**src/rtl/clkdiv_ctrl.sv**
```systemverilog
// Programmable clock divider with burst and graceful stop.
// Divisor updates are deferred to period boundaries in RUN.
module clkdiv_ctrl #(
  parameter int WIDTH   = 16,
  parameter int BURST_W = 8
) (
  input  logic               clk,
  input  logic               reset,
  input  logic               start,
  input  logic               stop,
  input  logic [BURST_W-1:0] burst_len,
  input  logic               cfg_valid,
  input  logic [WIDTH-1:0]   cfg_div,
  output logic               cfg_ready,
  output logic               clkout,
  output logic               tick,
  output logic               busy,
  output logic               done
);

  typedef enum logic {
    IDLE = 1'b0,
    RUN  = 1'b1
  } state_e;

  state_e             state_q, state_d;
  logic [WIDTH-1:0]   cnt_q, cnt_d;
  logic [WIDTH-1:0]   div_q, div_d;
  logic [WIDTH-1:0]   pend_q, pend_d;
  logic               pvld_q, pvld_d;
  logic [BURST_W-1:0] edges_q, edges_d;
  logic [BURST_W-1:0] burst_q, burst_d;
  logic               sreq_q, sreq_d;
  logic               clk_q, clk_d;
  logic               tick_q, tick_d;
  logic               done_q, done_d;

  logic cfg_acc;
  logic at_top;
  logic last;

  assign cfg_acc   = cfg_valid && !pvld_q;
  assign at_top    = (cnt_q == div_q);
  assign last      = sreq_q ||
                     ((burst_q != '0) && (edges_q == burst_q));

  assign cfg_ready = !pvld_q;
  assign clkout    = clk_q;
  assign tick      = tick_q;
  assign busy      = (state_q == RUN);
  assign done      = done_q;

  // State register; reset drops clkout at once.
  always_ff @(posedge clk or negedge reset) begin
    if (!reset) begin
      state_q <= IDLE;
      cnt_q   <= '0;
      div_q   <= '0;
      pend_q  <= '0;
      pvld_q  <= 1'b0;
      edges_q <= '0;
      burst_q <= '0;
      sreq_q  <= 1'b0;
      clk_q   <= 1'b0;
      tick_q  <= 1'b0;
      done_q  <= 1'b0;
    end else begin
      state_q <= state_d;
      cnt_q   <= cnt_d;
      div_q   <= div_d;
      pend_q  <= pend_d;
      pvld_q  <= pvld_d;
      edges_q <= edges_d;
      burst_q <= burst_d;
      sreq_q  <= sreq_d;
      clk_q   <= clk_d;
      tick_q  <= tick_d;
      done_q  <= done_d;
    end
  end

  // Next state: phase counting, boundary decisions, cfg handling.
  always_comb begin
    state_d = state_q;
    cnt_d   = cnt_q;
    div_d   = div_q;
    pend_d  = pend_q;
    pvld_d  = pvld_q;
    edges_d = edges_q;
    burst_d = burst_q;
    sreq_d  = sreq_q;
    clk_d   = clk_q;
    tick_d  = 1'b0;
    done_d  = 1'b0;
    unique case (state_q)
      IDLE: begin
        cnt_d = '0;
        clk_d = 1'b0;
        if (pvld_q) begin
          div_d  = pend_q;
          pvld_d = 1'b0;
        end else if (cfg_acc) begin
          div_d = cfg_div;
        end
        if (start && !stop) begin
          state_d = RUN;
          clk_d   = 1'b1;
          tick_d  = 1'b1;
          edges_d = {{(BURST_W-1){1'b0}}, 1'b1};
          burst_d = burst_len;
        end
      end
      RUN: begin
        if (stop) sreq_d = 1'b1;
        if (cfg_acc) begin
          pend_d = cfg_div;
          pvld_d = 1'b1;
        end
        if (at_top) begin
          cnt_d = '0;
          if (clk_q) begin
            clk_d = 1'b0;
          end else if (last) begin
            state_d = IDLE;
            done_d  = 1'b1;
            sreq_d  = 1'b0;
            edges_d = '0;
            if (pvld_q) begin
              div_d  = pend_q;
              pvld_d = 1'b0;
            end
          end else begin
            clk_d  = 1'b1;
            tick_d = 1'b1;
            if (edges_q != '1) edges_d = edges_q + 1'b1;
            if (pvld_q) begin
              div_d  = pend_q;
              pvld_d = 1'b0;
            end
          end
        end else begin
          cnt_d = cnt_q + 1'b1;
        end
      end
      default: state_d = IDLE;
    endcase
  end

endmodule

```
**config.mk**
```make
export PLATFORM = sky130hd
export DESIGN_NAME = clkdiv_ctrl
export DESIGN_NICKNAME = d
export VERILOG_FILES = /design/src/rtl/clkdiv_ctrl.sv
export SDC_FILE = /design/constraint.sdc
export NUM_CORES = 1
export LEC_CHECK = 0
export ABC_AREA = 1
export ABC_CLOCK_PERIOD_IN_PS = 3200
export CORE_MARGIN = 3
export CORE_UTILIZATION = 55
export DETAILED_ROUTE_END_ITERATION = 7
export PLACE_DENSITY = 0.74
export SETUP_SLACK_MARGIN = 0.02
export SLEW_MARGIN = 0
export SYNTH_ARGS = -nofsm -noshare
export SYNTH_HDL_FRONTEND = slang
export SYNTH_SLANG_ARGS = --single-unit
```
**constraint.sdc**
```tcl
create_clock -name clk -period 3.2 [get_ports clk]
set_input_delay 0.48 -clock clk [delete_from_list [all_inputs] [get_ports clk]]
set_output_delay 0.48 -clock clk [all_outputs]
set_load 0.005 [all_outputs]
```
==> metrics.txt, run 1 <==
# TYPE chip_impl_metric gauge
chip_impl_info{name="status",value="complete, no violations"} 1
chip_impl_metric{name="grt_pass1_vias",unit=""} 2724
chip_impl_info{name="setup.worst_path.end_class",value="primary output"} 1
chip_impl_metric{name="yosys.cell_types.count",unit=""} 34
chip_impl_metric{name="initial_utilization",unit=""} 0.579
chip_impl_metric{name="achievable-frequency",unit="MHz"} 445
chip_impl_metric{name="drv.max_cap_violation_count",unit=""} 0
chip_impl_info{name="critical-path-top-delay-family",value="flip-flops"} 1
chip_impl_metric{name="nets_final",unit=""} 490
chip_impl_metric{name="core.rowCount",unit=""} 29
chip_impl_metric{name="drt_pass1_iterations",unit=""} 4
chip_impl_metric{name="finalCriticalPeriod",unit="ns"} 2.24
chip_impl_metric{name="drc_errors",unit=""} 0
chip_impl_metric{name="setup_viol",unit=""} 0
chip_impl_info{name="crit_path_cell_trace",value="clkdlybuf4s50_1"} 1
chip_impl_info{name="min_path_type",value="flip-flop to flip-flop"} 1
chip_impl_metric{name="async_flop_share",unit=""} 1.00
chip_impl_metric{name="crit_buf_inv",unit=""} 1
chip_impl_metric{name="multi_input_gate_area_in_the_final_layout",unit="µm²"} 1760
chip_impl_info{name="synth_ff_type",value="sky130_fd_sc_hd__dfrtp_1"} 1
chip_impl_metric{name="n_antenna_cell",unit=""} 0
chip_impl_metric{name="synth_area_per_cell",unit="µm²"} 8.92
chip_impl_metric{name="post_synth_instance_area",unit="µm²"} 3760
chip_impl_metric{name="n_fill_cell",unit=""} 528
chip_impl_info{name="cell_type_of_the_slowest_stage_on_the_worst_timing_path",value="sky130_fd_sc_hd__dfrtp_1"} 1
chip_impl_metric{name="timing.setup.tns",unit="ns"} 0
chip_impl_metric{name="layout.cells.non_filler",unit=""} 541
chip_impl_metric{name="die_h",unit="µm"} 88.7
chip_impl_metric{name="synth.net_count",unit=""} 452
chip_impl_metric{name="arrival_worst_endpoint",unit="ns"} 1.76
chip_impl_metric{name="clkSinkCount",unit=""} 70
chip_impl_info{name="critPathKind",value="flip-flop to primary output"} 1
chip_impl_metric{name="max-slew-margin-rel",unit=""} 0.539
chip_impl_metric{name="io_buffers",unit=""} 33
chip_impl_metric{name="critical_path_peak_fanout",unit=""} 14
chip_impl_metric{name="worst_ir_drop_vdd",unit="mV"} 0.449
chip_impl_metric{name="gp_congestion",unit=""} 0.865
chip_impl_metric{name="die-width",unit="µm"} 88.7
chip_impl_metric{name="clkTransAtPathRegs",unit="ns"} 0.08
chip_impl_metric{name="timing.final.max_slew_violations",unit=""} 0
chip_impl_metric{name="clock_insertion_delay_worst_skew",unit="ns"} 0.35
chip_impl_metric{name="floorplan.die_area",unit="µm²"} 7860
chip_impl_metric{name="number_of_flip_flops_and_latches_in_the_synthesized_netlist",unit=""} 70
chip_impl_metric{name="worst-endpoint-required",unit="ns"} 2.72
chip_impl_info{name="grt_setup_unrepaired",value="false"} 1
chip_impl_metric{name="postPlaceCellArea",unit="µm²"} 4130
chip_impl_metric{name="dpl_worst_slack",unit="ns"} 0.891
chip_impl_metric{name="wl_per_cell",unit="µm"} 14.1
chip_impl_metric{name="crit_path_max_incr_delay",unit="ns"} 0.79
chip_impl_metric{name="grt_antenna_before_repair",unit=""} 0
chip_impl_metric{name="hold-worst-slack",unit="ns"} 0.508
chip_impl_metric{name="post_cts_resize_count",unit=""} 0
chip_impl_metric{name="core_area",unit="µm²"} 6490
chip_impl_metric{name="pin_count_of_the_biggest_net_entering_global_routing",unit=""} 37
chip_impl_metric{name="worst-slew-pin-transition",unit="ns"} 0.692
chip_impl_metric{name="post_synth_inst_count",unit=""} 421
chip_impl_metric{name="postRouteWirelength",unit="µm"} 7610
chip_impl_metric{name="hold_viol_final",unit=""} 0
chip_impl_metric{name="globalRouteTotalUtil",unit=""} 0.215
chip_impl_metric{name="cts.hold.buffers_added",unit=""} 1
chip_impl_metric{name="yosys_warnings",unit=""} 0
chip_impl_metric{name="area.sequential",unit="µm²"} 1750
chip_impl_metric{name="ctsHtreeMaxLevel",unit=""} 3
chip_impl_metric{name="cts_inserted_buffers",unit=""} 9
chip_impl_info{name="critical_path_launch_point_type",value="flip-flop"} 1
chip_impl_metric{name="stdcell_area",unit="µm²"} 4370
chip_impl_metric{name="finalWorstSetupSlack",unit="ns"} 0.955
chip_impl_metric{name="seq_area_frac_synth",unit=""} 0.466
chip_impl_metric{name="p_leak",unit="nW"} 2.05
chip_impl_metric{name="placed_cells_incl_taps",unit=""} 524
chip_impl_metric{name="via_per_inst",unit=""} 5.15
chip_impl_metric{name="grt_pass1_wl",unit="µm"} 12900
chip_impl_metric{name="num_vias",unit=""} 2787
chip_impl_metric{name="final.period_utilization",unit=""} 0.702
chip_impl_info{name="cts_tree",value="built"} 1
chip_impl_metric{name="power_density",unit="nW/µm²"} 762
chip_impl_metric{name="drive_above_1_share",unit=""} 0.183
chip_impl_metric{name="syn_to_final_growth",unit="%"} 16.3
chip_impl_info{name="cts.root.buffer_cell",value="sky130_fd_sc_hd__clkbuf_8"} 1
chip_impl_metric{name="globalRouteOverflowTotal",unit=""} 0
chip_impl_metric{name="ctsLongestPathBuffers",unit=""} 2
chip_impl_metric{name="fin_worst_skew",unit="ns"} 0.0110
chip_impl_metric{name="drt_iter0_drc",unit=""} 177
chip_impl_metric{name="drt.antenna.violating_nets",unit=""} 0
chip_impl_metric{name="hpwlAfterDp",unit="µm"} 5600
chip_impl_metric{name="postCtsSetupBuffers",unit=""} 0
chip_impl_metric{name="synth-edff-count",unit=""} 0
chip_impl_metric{name="ios",unit=""} 34
-- cells in the mapped netlist (all sizes together) (2+ instances only) --
master | count | area share
nand2 | 117 | 0.13
dfrtp | 70 | 0.47
nor2 | 52 | 0.056
inv | 46 | 0.046
mux2 | 22 | 0.066
nand3 | 22 | 0.035
o21ai | 20 | 0.043
mux2i | 16 | 0.043
a21oi | 10 | 0.016
buf | 8 | 0.016
xnor2 | 8 | 0.019
xor2 | 8 | 0.019
nor3b | 6 | 0.012
nor3 | 5 | 0.0067
nand4 | 4 | 0.0083
clkbuf | 2 | 0.0027
ha | 2 | 0.0067
-- area by class of cell --
| type | instances | share of cell area |
|---|---|---|
| Clock buffer | 9 | 0.0284 |
| Clock inverter | 7 | 0.0235 |
| Inverter | 46 | 0.0395 |
| Multi-Input combinational cell | 295 | 0.404 |
| Sequential cell | 70 | 0.401 |
| Tap cell | 77 | 0.0221 |
| Timing Repair Buffer | 37 | 0.0819 |
-- state kept, by name, summed over array words and instances, names as in the netlist --
name	count
sreq_q	1
pvld_q	1
pend_q	16
edges_q	8
cnt_q	16
done	1
tick	1
busy	1
div_q	16
burst_q	8
clkout	1
-- cell families after synthesis --
family / Yosys count / share of synthesized area
buffers and inverters: 56 / 0.0646
AND/OR/NAND/NOR: 207 / 0.254
adder cells (fa/ha/maj): 2 / 0.00666
flip-flops: 70 / 0.466
multiplexers: 38 / 0.109
XOR/XNOR: 16 / 0.0373
AO/OA/AOI/OAI: 32 / 0.0626
-- metrics by stage --
step	power (mW)	utilization
after floorplan	2.24	-
after global placement	2.47	0.636
after detailed placement	2.53	0.636
after CTS	3.35	0.673
after global routing	3.58	0.673
final	3.33	0.673
-- cell usage in the layout, fill, tap and decap left out, types with 2 or more instances in the layout --
| cell type | netlist | routed |
|---|---|---|
| sky130_fd_sc_hd__nor3_1 | 5 | 5 |
| sky130_fd_sc_hd__nand3_2 | 2 | 2 |
| sky130_fd_sc_hd__xor2_1 | 8 | 8 |
| sky130_fd_sc_hd__nand4_1 | 3 | 3 |
| sky130_fd_sc_hd__inv_1 | 44 | 44 |
| sky130_fd_sc_hd__nand2_4 | 2 | 2 |
| sky130_fd_sc_hd__o21ai_2 | 16 | 16 |
| sky130_fd_sc_hd__dfrtp_1 | 70 | 70 |
| sky130_fd_sc_hd__nor2_1 | 48 | 48 |
| sky130_fd_sc_hd__clkdlybuf4s50_1 | 0 | 32 |
| sky130_fd_sc_hd__nand2_2 | 13 | 13 |
| sky130_fd_sc_hd__nand3_1 | 19 | 19 |
| sky130_fd_sc_hd__mux2_2 | 22 | 22 |
| sky130_fd_sc_hd__nor2_2 | 3 | 3 |
| sky130_fd_sc_hd__buf_4 | 1 | 3 |
| sky130_fd_sc_hd__a21oi_1 | 9 | 9 |
| sky130_fd_sc_hd__inv_6 | 0 | 3 |
| sky130_fd_sc_hd__nor3b_1 | 6 | 6 |
| sky130_fd_sc_hd__inv_2 | 2 | 2 |
| sky130_fd_sc_hd__clkbuf_8 | 0 | 9 |
| sky130_fd_sc_hd__nand2_1 | 101 | 101 |
| sky130_fd_sc_hd__o21ai_0 | 4 | 4 |
| sky130_fd_sc_hd__bufinv_16 | 0 | 2 |
| sky130_fd_sc_hd__ha_1 | 2 | 2 |
| sky130_fd_sc_hd__mux2i_1 | 16 | 16 |
| sky130_fd_sc_hd__xnor2_1 | 8 | 8 |
-- where the power goes --
| group | internal, mW | switching, mW | total, mW |
|---|---|---|---|
| clock | 0.448 | 0.366 | 0.814 |
| sequential | 1.20 | 0.302 | 1.50 |
| combinational | 0.500 | 0.512 | 1.01 |
-- layer usage --
metal / global-route usage / part of all wire / up-vias
li1: - / - / 1427
met1: 0.310 / 0.50 / 1322
met2: 0.331 / 0.46 / 32
met3: 0.0475 / 0.026 / 6
met4: 0.0536 / 0.0087 / 0
met5: 0 / 0 / -
-- final timing paths --
check / startpoint / endpoint / slack, ns / cells after the start
max in group asynchronous: reset / cnt_q[0]$_DFF_PN0_ / 1.92 / 3
min reg2reg: pend_q[10]$_DFFE_PN0P_ / pend_q[10]$_DFFE_PN0P_ / 0.51 / 1
max reg2reg: busy$_DFF_PN0_ / edges_q[4]$_DFFE_PN0P_ / 1.03 / 8
min: pend_q[10]$_DFFE_PN0P_ / pend_q[10]$_DFFE_PN0P_ / 0.51 / 1
max: busy$_DFF_PN0_ / busy / 0.96 / 1
min in group asynchronous: reset / cnt_q[10]$_DFF_PN0_ / 0.53 / 2
(Power assumes the default switching activity.)
==> inputs of run 2 (changes only) <==
--- a/config.mk
+++ b/config.mk
@@ -6,11 +6,11 @@
 export NUM_CORES = 1
 export LEC_CHECK = 0
 export ABC_AREA = 1
-export ABC_CLOCK_PERIOD_IN_PS = 3200
+export ABC_CLOCK_PERIOD_IN_PS = 1950
 export CORE_MARGIN = 3
-export CORE_UTILIZATION = 55
+export CORE_UTILIZATION = 52
 export DETAILED_ROUTE_END_ITERATION = 7
-export PLACE_DENSITY = 0.74
+export PLACE_DENSITY = 0.73
 export SETUP_SLACK_MARGIN = 0.02
 export SLEW_MARGIN = 0
 export SYNTH_ARGS = -nofsm -noshare
==> constraint.sdc (replaced) <==
create_clock -name clk -period 1.95 [get_ports clk]
set_input_delay 0.2925 -clock clk [delete_from_list [all_inputs] [get_ports clk]]
set_output_delay 0.2925 -clock clk [all_outputs]
set_load 0.005 [all_outputs]
==> run 2 against run 1 <==
  * Utilization fell by 2.9 points
  * Highest routed layer unchanged
  * Register-to-register slack got worse by 0.90 ns
  * First-iteration DRC count is 7.9% higher
  * Critical path type is now flip-flop to flip-flop
  * Non-clock buffer count up 3
  * Final cell count increased by 4.1%
  * Sequential power is 63% higher
  * Largest power group unchanged
==> metrics.txt, run 2 (synthesized netlist as in run 1, its figures left out) <==
# TYPE chip_impl_metric gauge
chip_impl_info{name="status",value="complete, no violations"} 1
chip_impl_metric{name="p_leak",unit="nW"} 2.04
chip_impl_metric{name="dpl_worst_slack",unit="ns"} 0.139
chip_impl_metric{name="pin_count_of_the_biggest_net_entering_global_routing",unit=""} 56
chip_impl_metric{name="floorplan.die_area",unit="µm²"} 8280
chip_impl_info{name="setup.worst_path.end_class",value="flip-flop"} 1
chip_impl_metric{name="worst_ir_drop_vdd",unit="mV"} 0.598
chip_impl_metric{name="met3_wirelength",unit="µm"} 269
chip_impl_metric{name="critical_path_peak_fanout",unit=""} 32
chip_impl_info{name="most_common_library_cell_in_the_layout_ignoring_fill_and_taps",value="sky130_fd_sc_hd__nand2_1"} 1
chip_impl_info{name="critPathKind",value="flip-flop to flip-flop"} 1
chip_impl_metric{name="worst-endpoint-required",unit="ns"} 2.17
chip_impl_metric{name="via_per_inst",unit=""} 4.94
chip_impl_metric{name="timing.setup.tns",unit="ns"} 0
chip_impl_info{name="critical_path_launch_point_type",value="flip-flop"} 1
chip_impl_metric{name="grt_pass1_vias",unit=""} 2730
chip_impl_metric{name="grt_antenna_before_repair",unit=""} 0
chip_impl_metric{name="hold_viol_final",unit=""} 0
chip_impl_metric{name="netSwitchingPower",unit="mW"} 1.85
chip_impl_metric{name="initial_utilization",unit=""} 0.544
chip_impl_metric{name="globalRouteTotalUtil",unit=""} 0.192
chip_impl_metric{name="clock_insertion_delay_worst_skew",unit="ns"} 0.34
chip_impl_metric{name="hpwlAfterDp",unit="µm"} 5250
chip_impl_info{name="rr_startpoint",value="cnt_q[10]$_DFF_PN0_"} 1
chip_impl_metric{name="intPower",unit="mW"} 3.44
chip_impl_metric{name="wl_per_cell",unit="µm"} 12.9
chip_impl_info{name="cts.root.buffer_cell",value="sky130_fd_sc_hd__clkbuf_8"} 1
chip_impl_metric{name="n_antenna_cell",unit=""} 0
chip_impl_info{name="crit_end",value="div_q[8]$_DFFE_PN0P_"} 1
chip_impl_metric{name="layout.cells.non_filler",unit=""} 563
chip_impl_metric{name="drc_errors",unit=""} 0
chip_impl_metric{name="placed_cells_incl_taps",unit=""} 546
chip_impl_info{name="min_path_type",value="primary input to async pin"} 1
chip_impl_metric{name="drt_pass1_iterations",unit=""} 4
chip_impl_metric{name="ctsLongestPathBuffers",unit=""} 2
chip_impl_metric{name="fin_worst_skew",unit="ns"} 0.00657
chip_impl_metric{name="reg2reg_setup_slack",unit="ns"} 0.13
chip_impl_metric{name="drive_above_1_share",unit=""} 0.197
chip_impl_info{name="regToRegEndpoint",value="div_q[8]$_DFFE_PN0P_"} 1
chip_impl_metric{name="power_density",unit="nW/µm²"} 1190
chip_impl_info{name="final_cell_mix",value="sky130_fd_sc_hd__nand2_1 (100), sky130_fd_sc_hd__dfrtp_1 (69), sky130_fd_sc_hd__nor2_1 (46)"} 1
chip_impl_metric{name="hold-worst-slack",unit="ns"} 0.411
chip_impl_metric{name="routed-wl-met2",unit="µm"} 3210
chip_impl_metric{name="drt_iter0_drc",unit=""} 191
chip_impl_metric{name="postLayoutCoreUtil",unit=""} 0.643
chip_impl_metric{name="postRouteWirelength",unit="µm"} 7240
chip_impl_metric{name="seq_pwr_share",unit=""} 0.461
chip_impl_info{name="startpoint_of_the_worst_setup_timing_path",value="cnt_q[10]$_DFF_PN0_"} 1
chip_impl_metric{name="timing.final.max_slew_violations",unit=""} 0
chip_impl_metric{name="gp_congestion",unit=""} 0.913
chip_impl_metric{name="postPlaceCellArea",unit="µm²"} 4220
chip_impl_metric{name="clkSinkCount",unit=""} 70
chip_impl_metric{name="stdcell_area",unit="µm²"} 4440
chip_impl_info{name="cts_tree",value="built"} 1
chip_impl_metric{name="design_power_total",unit="mW"} 5.29
chip_impl_info{name="route.top_layer_used",value="met4"} 1
chip_impl_metric{name="finalWorstSetupSlack",unit="ns"} 0.133
chip_impl_metric{name="ctsHtreeMaxLevel",unit=""} 3
chip_impl_metric{name="arrival_worst_endpoint",unit="ns"} 2.04
chip_impl_metric{name="max-slew-margin-rel",unit=""} 0.681
chip_impl_metric{name="power.clock.fraction",unit=""} 0.220
chip_impl_metric{name="core.rowCount",unit=""} 30
chip_impl_metric{name="m1WireLength",unit="µm"} 3700
chip_impl_metric{name="finalCriticalPeriod",unit="ns"} 1.82
chip_impl_metric{name="rr_worst_depth",unit=""} 12
chip_impl_metric{name="p_comb_frac",unit=""} 0.320
chip_impl_metric{name="die-width",unit="µm"} 91.0
chip_impl_metric{name="achievable-frequency",unit="MHz"} 550
chip_impl_metric{name="cts_inserted_buffers",unit=""} 9
chip_impl_metric{name="sw_frac_of_total",unit=""} 0.350
chip_impl_metric{name="drv.max_cap_violation_count",unit=""} 0
chip_impl_metric{name="setup_viol",unit=""} 0
chip_impl_metric{name="ios",unit=""} 34
chip_impl_metric{name="final.period_utilization",unit=""} 0.932
chip_impl_metric{name="drt.antenna.violating_nets",unit=""} 0
chip_impl_metric{name="worst-slew-pin-transition",unit="ns"} 0.478
chip_impl_metric{name="num_vias",unit=""} 2782
chip_impl_metric{name="syn_to_final_growth",unit="%"} 18.2
chip_impl_metric{name="die_h",unit="µm"} 91.0
chip_impl_metric{name="nets_final",unit=""} 493
chip_impl_metric{name="core_area",unit="µm²"} 6910
chip_impl_info{name="grt_setup_unrepaired",value="false"} 1
chip_impl_metric{name="io_buffers",unit=""} 33
chip_impl_metric{name="grt_pass1_wl",unit="µm"} 12800
chip_impl_info{name="biggestRegsByFlops",value="cnt_q: 16 flops, div_q: 16 flops, pend_q: 16 flops"} 1
chip_impl_metric{name="globalRouteOverflowTotal",unit=""} 0
chip_impl_metric{name="clkTransAtPathRegs",unit="ns"} 0.07
run 2: repair_timing:
| action | 4_1_cts | 5_1_grt |
|---|---|---|
| hold buffers | 1 | 0 |
| hold endpoints to repair | 15 | 0 |
| buffers inserted | 0 | 0 |
| endpoints found under the setup margin | 0 | 11 |
| gates resized for setup | 0 | 5 |
run 2: power groups by stage:
stage / clock [mW] / combinational [mW] / sequential, mW
floorplan: 0 / 1.36 / 2.33
global placement: 0 / 1.63 / 2.43
detailed placement: 0 / 1.69 / 2.45
CTS: 1.19 / 1.71 / 2.43
global route: 1.27 / 1.95 / 2.52
finish: 1.16 / 1.69 / 2.44
run 2: how the worst min path moves through the flow:
stage                             end   from  slack [ns]  depth (start not counted)
2_1_floorplan  burst_q[0]$_DFFE_PN0P_  reset      -0.003                          0
3_3_place_gp           tick$_DFF_PN0_  reset        0.24                          1
3_5_place_dp           tick$_DFF_PN0_  reset        0.24                          1
4_1_cts                tick$_DFF_PN0_  reset        0.42                          2
5_1_grt                tick$_DFF_PN0_  reset        0.44                          2
6_report           cnt_q[3]$_DFF_PN0_  reset        0.41                          2
run 2: layer usage:
| layer | up-vias | track usage |
|---|---|---|
| met1 | 1304 | 0.289 |
| met3 | 6 | 0.0298 |
| met4 | 0 | 0.0817 |
| met2 | 47 | 0.273 |
| li1 | 1425 | - |
| met5 | - | 0 |
run 2: area by class of cell:
type | instances | area, µm²
Sequential cell | 70 | 1750
Clock inverter | 6 | 61.3
Multi-Input combinational cell | 295 | 1780
Tap cell | 96 | 120
Clock buffer | 10 | 138
Timing Repair Buffer | 40 | 418
Inverter | 46 | 173
Fill cell | 598 | 2460
run 2: worst max-delay path: stages, from the launching register on:
cell	delay, ns
sky130_fd_sc_hd__dfrtp_1	0.44
sky130_fd_sc_hd__inv_2	0.07
sky130_fd_sc_hd__nand2_1	0.06
sky130_fd_sc_hd__nand2_1	0.05
sky130_fd_sc_hd__nor2_1	0.14
sky130_fd_sc_hd__nand2_1	0.09
sky130_fd_sc_hd__nor2_2	0.15
sky130_fd_sc_hd__nand2_4	0.12
sky130_fd_sc_hd__nand2_8	0.15
sky130_fd_sc_hd__nand3_4	0.09
sky130_fd_sc_hd__buf_12	0.20
sky130_fd_sc_hd__nand2_1	0.09
sky130_fd_sc_hd__o21ai_2	0.05
==> inputs of run 3 (changes only) <==
--- a/config.mk
+++ b/config.mk
@@ -7,6 +7,7 @@
 export LEC_CHECK = 0
 export ABC_AREA = 1
 export ABC_CLOCK_PERIOD_IN_PS = 1950
+export CAP_MARGIN = 5
 export CORE_MARGIN = 3
 export CORE_UTILIZATION = 52
 export DETAILED_ROUTE_END_ITERATION = 7
==> results of run 3 <==
The final DEF is identical to that of run 2; final timing and power are the same.
